==> src/rtl/wb_arbiter.sv <==
// wb_arbiter: round-robin arbiter sharing the single register-file write port
// between the ALU/MEM path (0) and the multi-cycle MUL (1), DIV (2) and FPU (3)
// units. The winning result is captured in an output register toward WB, so at
// most one result reaches WB per cycle. A drain and a new grant in the same
// cycle replace the held result without a bubble.
module wb_arbiter #(
    parameter int N_REQ  = 4,
    parameter int ADDR_W = 6,
    parameter int DATA_W = 32,
    localparam int ID_W  = (N_REQ > 1) ? $clog2(N_REQ) : 1
) (
    input  logic                    clk,
    input  logic                    reset,
    input  logic                    flush,
    input  logic [N_REQ-1:0]        valid_in,
    output logic [N_REQ-1:0]        ready_out,
    input  logic [N_REQ-1:0]        rd_wena_in,
    input  logic [N_REQ*ADDR_W-1:0] rd_addr_in,
    input  logic [N_REQ*DATA_W-1:0] rd_data_in,
    output logic                    valid_out,
    input  logic                    ready_in,
    output logic                    rd_wena_out,
    output logic [ADDR_W-1:0]       rd_addr_out,
    output logic [DATA_W-1:0]       rd_data_out,
    output logic [ID_W-1:0]         grant_id_out
);

    // Index of the most recent winner; the search starts just after it.
    logic [ID_W-1:0]   ptr;

    logic              load;
    logic              grant_hit;
    logic              grant;
    logic [ID_W-1:0]   grant_idx;

    logic [ADDR_W-1:0] addr_slice [N_REQ];
    logic [DATA_W-1:0] data_slice [N_REQ];

    // Modular successor that stays correct when N_REQ is not a power of two.
    // base < N_REQ and off <= N_REQ, so a single subtraction is enough.
    function automatic logic [ID_W-1:0] wrap_add(input logic [ID_W-1:0] base,
                                                 input int              off);
        int sum;
        sum = int'(base) + off;
        if (sum >= N_REQ) begin
            sum = sum - N_REQ;
        end
        return sum[ID_W-1:0];
    endfunction

    // Unpack the flat per-requester buses into indexable slices.
    always_comb begin
        for (int i = 0; i < N_REQ; i++) begin
            addr_slice[i] = rd_addr_in[i*ADDR_W +: ADDR_W];
            data_slice[i] = rd_data_in[i*DATA_W +: DATA_W];
        end
    end

    // Output register may take a new result when empty or draining; flush blocks it.
    always_comb begin
        load = (!valid_out || ready_in) && !flush;
    end

    // Round-robin search from ptr+1 around to ptr; the first valid requester wins.
    always_comb begin
        grant_hit = 1'b0;
        grant_idx = '0;
        for (int k = 1; k <= N_REQ; k++) begin
            if (!grant_hit && valid_in[wrap_add(ptr, k)]) begin
                grant_hit = 1'b1;
                grant_idx = wrap_add(ptr, k);
            end
        end
    end

    // Accept is one-hot toward the winner only when the output register can load.
    always_comb begin
        grant     = grant_hit && load;
        ready_out = '0;
        if (grant) begin
            ready_out[grant_idx] = 1'b1;
        end
    end

    // Output register and priority pointer; flush outranks grant, grant outranks drain.
    always_ff @(posedge clk or negedge reset) begin
        if (!reset) begin
            valid_out    <= 1'b0;
            rd_wena_out  <= 1'b0;
            rd_addr_out  <= '0;
            rd_data_out  <= '0;
            grant_id_out <= '0;
            ptr          <= ID_W'(N_REQ - 1);
        end else if (flush) begin
            valid_out   <= 1'b0;
            rd_wena_out <= 1'b0;
        end else if (grant) begin
            valid_out    <= 1'b1;
            rd_wena_out  <= rd_wena_in[grant_idx];
            rd_addr_out  <= addr_slice[grant_idx];
            rd_data_out  <= data_slice[grant_idx];
            grant_id_out <= grant_idx;
            ptr          <= grant_idx;
        end else if (valid_out && ready_in) begin
            valid_out   <= 1'b0;
            rd_wena_out <= 1'b0;
        end
    end

endmodule

==> config.mk <==
export PLATFORM = sky130hd
export DESIGN_NAME = wb_arbiter
export DESIGN_NICKNAME = d
export VERILOG_FILES = /design/src/rtl/wb_arbiter.sv
export SDC_FILE = /design/constraint.sdc
export NUM_CORES = 1
export LEC_CHECK = 0
export ABC_AREA = 1
export CAP_MARGIN = 0
export CORE_UTILIZATION = 35
export CTS_BUF_LIST = sky130_fd_sc_hd__clkbuf_16
export DETAILED_ROUTE_END_ITERATION = 12
export PLACE_DENSITY = 0.89
export SYNTH_ARGS = -nofsm -noshare
export SYNTH_HDL_FRONTEND = slang
export SYNTH_SLANG_ARGS = --single-unit
export TNS_END_PERCENT = 30
==> constraint.sdc <==
create_clock -name clk -period 2.1 [get_ports clk]
set_input_delay 0.42 -clock clk [delete_from_list [all_inputs] [get_ports clk]]
set_output_delay 0.42 -clock clk [all_outputs]
set_load 0.03 [all_outputs]
* Yosys cells after proc, flatten, opt, wreduce, memory -nomap -nowiden *
Cells that the tools add are included.

word-level totals
  bits in registers = 44

operators by class
  add/subtract/negate cells = 8
  $lt $le $gt $ge = 11
  muxes and demuxes = 36
  bitwise operators = 2
  reductions and logical operators = 15

operators by type and width
  kind                                                         count
  binary-select mux 32 bit (select 2 bit)                      1
  2-to-1 mux 32 bit                                            2
  2-to-1 mux 2 bit                                             8
  less-than comparator 2 x 3 -> 1 bit (second input constant)  5
  2-to-1 mux 1 bit                                             15
  binary-select mux 6 bit (select 2 bit)                       1
  >= comparator 3 bit (second input constant)                  4
  2-to-1 mux 6 bit                                             2
  binary-select mux 1 bit (select 2 bit)                       5
  subtractor 2 x 1 -> 2 bit (second input constant)            4
  logical AND 1 bit                                            7
  adder 2 x 2 -> 3 bit (second input constant)                 2
  zero test 1 bit                                              5
  adder 2 x 3 -> 4 bit (second input constant)                 1
  >= comparator 4 x 3 -> 1 bit (second input constant)         1
  2-to-1 mux 4 bit                                             1
  adder 2 x 1 -> 3 bit (second input constant)                 1
  inverter 2 -> 3 bit                                          1
  nonzero test 3 bit                                           1
  demux 1 bit (select 2 bit)                                   1
  >= comparator 2 x 1 -> 1 bit (second input constant)         1
  AND reduction 2 bit                                          1
  logical OR 1 bit                                             1
  inverter 1 bit                                               1

* Logic depth before layout (Yosys ltp) *
  depth after elaboration = 20
  mapped depth = 19
  gate-level depth less buffers = 16

* Worst setup path after synthesis *
OpenSTA, ideal clock, no wires.

  kind = register to output
  from = register ptr[0]
  to = output ready_out[0]
  arrival = 2.368 ns
  slack = -0.688 ns
  cell stages (with the launch flop) = 14
  buffers on the path = 3
  cells stage by stage = dfstp_2 buf_2 inv_2 nand2_1 nand2_1 nand2_1 nand2_2 nor2_4 nand3_4 nand2_2 buf_6 buf_6 inv_2 nor3_1

on the way
  longest elaborated chain between the ends = 20
  elaborated cells on any way between the ends = 45
  classes of those cells = add/sub: 8; order compare: 6; mux: 23; reduce/logical: 8

ends and longest elaborated chain
  item                                                                                                       line    text
  start, declared                                                                                            29      logic [ID_W-1:0] ptr;
  start signal, assigned                                                                                     93      ptr <= ID_W'(N_REQ - 1);
  start signal, assigned                                                                                     103     ptr <= grant_idx;
  adder 2 x 1 -> 3 bit                                                                                       44      sum = int'(base) + off;
  >= comparator 3 bit or subtractor 2 x 1 -> 2 bit (tied branches)                                           45, 46
  2-to-1 mux 2 bit                                                                                           45      if (sum >= N_REQ) begin
  binary-select mux 1 bit (select 2 bit)                                                                     69      if (!grant_hit && valid_in[wrap_add(ptr, k)]) begin
  2-to-1 mux 1 bit (not written as such)                                                                     69
  2-to-1 mux 1 bit                                                                                           69
  zero test 1 bit                                                                                            69
  logical AND 1 bit                                                                                          69
  (+4 left out)                                                                                              -
  zero test 1 bit                                                                                            69
  logical AND 1 bit                                                                                          69
  2-to-1 mux 2 bit                                                                                           69
  less-than comparator 2 x 3 -> 1 bit (not written as such) or >= comparator 2 x 1 -> 1 bit (tied branches)  81      ready_out[grant_idx] = 1'b1;
  logical AND 1 bit (not written as such)                                                                    81
  2-to-1 mux 1 bit (not written as such)                                                                     81
  demux 1 bit (select 2 bit)                                                                                 81
  2-to-1 mux 4 bit (*)                                                                                       80      if (grant) begin
  end, declared                                                                                              16      output logic [N_REQ-1:0] ready_out,

Every way passes the cells marked *; elsewhere a longest branch is shown, timed or not. The select of a mux whose other input is x is not followed.

* Worst setup path in the final report *
  from = register ptr[0]
  to = output ready_out[2]

Same word-level chain as after synthesis.

==> out/qor.yml <==
status:
  outcome: "complete, but fails checks"
  violations: "negative setup slack"
sta:
  slew_viol_final: 0
  holdWs_ps: 124
  period_needed_ps: 2670
  setup_violations: 44
  finalCritPeriodShare: 1.27
  max_freq_mhz: 374
  relSlewSlack: 0.630
  clock_skew_ps: 4.01
  worst_pin_slew_ps: 555
  setup_ws_ps: -573
  rsz0062_at_grt: "true"
  final_hold_viol_count: 0
critical_path:
  worst-setup-path-type: "reg -> out"
  crit_family: "simple AND/OR/NAND/NOR gates"
  cp.required_ps: 1680
  path_buf_inv: 3
  cp_cell_sequence: "inv_4 -> nand2_2 -> nand3_2 -> nand2_4 -> inv_2 -> nor2_4 -> nand2_2 -> nor2_4 -> nand2_2 -> nand3_4 -> nand2_4 -> nor2_4 -> buf_6"
  crit_fanout: 7
  cp_slowest_cell: "dfstp_2"
  critPathLaunchType: "flip-flop"
  max_stage_delay_ps: 630
  endpoint_kind: "primary output"
  arrival_ps: 2250
layout:
  n_antenna_cell: 0
  syn_to_final_growth_pct: 94.7
  fillCellCount: 824
  nets: 1023
  register_area_um2: 1100
  multi_input_area_um2: 2410
  drive_gt1_frac: 0.153
  utilization: 0.699
  fin_area_um2: 6800
logic_synthesis:
  synthDominantCellAreaShare: 0.457
  synth.distinct_cells: 22
  syn-num-nets: 787
  seq_area_frac_synth: 0.316
  synth_area_leaders: "nand2_1, dfrtp_1, nand3_1"
  syn-instance-count: 623
  synth_common_cells: "nand2_1, nand3_1, dfrtp_1, buf_2, clkbuf_1"
  synth_edf_count: 0
  ys_async_sr_fraction: 1.00
  ys_ff_latch: 44
  avgSynthCellArea_um2: 5.61
  yosys.cell_count.top_type: "nand2_1"
  synth_warnings: 0
  synth-main-ff-cell: "dfrtp_1"
  synth.cell_area_um2: 3490
  synth_top_cell_by_area: "nand2_1"
global_routing:
  grtUsageTotal: 0.279
  antenna_found_initial: 0
  grt_max_degree: 41
  grt_overflow: 0
  grt_pass1_wl_um: 22500
  first_global_vias: 4675
die:
  start_util: 0.359
  die_w_um: 102
  die_area_um2: 10400
  die_h_um: 102
  io_pins: 210
  core_um2: 9730
  rows: 36
min_path:
  min_path_type: "in -> async"
power:
  finalPower_mw: 15.0
  ir_drop_mv: 1.30
  power.density_nw_per_um2: 2200
  leakagePower_nw: 3.52
placement:
  placed_area_um2: 5890
  gp_congestion: 0.873
  portBuffers: 209
  pre_cts_ws_ps: -489
  dp_hpwl_um: 9420
clocking:
  root_buffer: "clkbuf_16"
  clockBufferDepth: 2
  cts_buffers: 5
  worstSkewPairLatency_ps: 280
  h-tree-depth: 2
  clk_pin_slew_ps: 60
  cts.sinks: 44
  cts_tree: "yes"
detailed_routing:
  routedWlPerCell_um: 15.0
  drt-total-wl_um: 14900
  num_vias: 4897
  dr.pass1.iters: 4
  ant_nets: 0
  drt_iter0_markers: 201
  drc: 0
  vias_per_cell: 4.93
flow_run:
  cap_viol_max_count: 0
-- layout by cell type, fill, tap and decap left out, types with 2 or more instances in the layout --
| master | synthesis | routed |
|---|---|---|
| buf_12 | 0 | 12 |
| buf_16 | 0 | 5 |
| buf_2 | 21 | 2 |
| buf_4 | 2 | 27 |
| buf_6 | 2 | 13 |
| buf_8 | 0 | 4 |
| bufbuf_16 | 0 | 3 |
| clkbuf_16 | 0 | 5 |
| clkdlybuf4s50_1 | 0 | 203 |
| dfrtp_1 | 42 | 42 |
| dfstp_2 | 2 | 2 |
| inv_1 | 5 | 5 |
| inv_2 | 5 | 3 |
| inv_4 | 0 | 4 |
| nand2_1 | 425 | 403 |
| nand2_2 | 3 | 17 |
| nand2_4 | 0 | 8 |
| nand3_1 | 84 | 68 |
| nand3_2 | 2 | 14 |
| nand3_4 | 1 | 5 |
| nor2_4 | 1 | 5 |
| o21ai_1 | 0 | 2 |
-- worst paths after layout --
| kind | cells past startpoint | to | slack (ps) | from |
|---|---|---|---|---|
| hold / removal | 1 | rd_addr_out[3] | 120 | reset |
| hold reg to reg | 2 | rd_data_out[27] | 480 | rd_data_out[27] |
| setup / recovery | 13 | ready_out[2] | -570 | ptr[0] |
| min in group clk | 2 | rd_data_out[27] | 480 | rd_data_out[27] |
| max in group asynchronous | 2 | ptr[1] | 1380 | reset |
| setup reg to reg | 18 | rd_data_out[4] | -390 | ptr[0] |
-- logic make-up (layout without fill, tap and decap cells) --
kind of cell / Yosys count / in the layout / share of synthesized area
AOI/OAI and AO/OA: 6 / 6 / 0.0122
and+or+nand+nor: 522 / 522 / 0.603
buffers and inverters: 51 / 288 / 0.0688
DFF: 44 / 44 / 0.316
-- per-stage QoR --
| step | instances | TNS (ps) |
|---|---|---|
| after CTS | 988 | -9030 |
| final | 993 | -16250 |
| after global routing | 993 | -21020 |
| after detailed placement | 957 | -18260 |
| after global placement | 957 | -15270 |
| after floorplan | 623 | -610 |
-- layer usage --
layer	up-vias	wire length, um	GRT usage
met5	-	0	0
met4	0	384	0.0890
met2	202	7560	0.528
li1	2399	-	-
met1	2266	5750	0.312
met3	30	1180	0.0575
-- registers in the layout, indices dropped and copies added, names as in the netlist --
| register | count |
|---|---|
| rd_data_out | 32 |
| rd_addr_out | 6 |
| grant_id_out | 2 |
| ptr | 2 |
| rd_wena_out | 1 |
| valid_out | 1 |
-- cell type report --
class                   instances  share of cell area
multi-input cells             528               0.354
clock buffers                   5              0.0184
well taps                     133              0.0245
clock inverters                 3             0.00166
repair buffers                270               0.432
inverters                      10             0.00699
flip-flops and latches         44               0.162
-- where the power goes --
group	switching (mW)	leakage, nW	internal (mW)
combinational	6.94	2.90	5.75
clock	0.317	0.0738	0.429
sequential	0.241	0.550	1.27
-- worst reg2reg max path: stages, from the launching register on --
cell and delay (ps):
dfstp_2 630, inv_4 100, nand2_2 100, nand3_2 90, nand2_4 90, inv_2 50, nor2_4 170, nand2_2 90
nor2_4 110, buf_4 120, buf_4 110, a21oi_4 70, buf_4 140, buf_6 130, buf_12 140, nand2_1 90
nand2_1 60, nand2_1 50, nand2_1 50
-- repair_timing --
| item | 4_1_cts | 5_1_grt |
|---|---|---|
| setup buffers | 16 | 5 |
| hold endpoints to repair | 0 | 0 |
| endpoints found under the setup margin | 44 | 46 |
| pin swaps | 29 | 9 |
| hold buffers | 0 | 0 |
| gates resized for setup | 85 | 19 |
| cloned | 9 | 0 |
(Power assumes the default switching activity.)
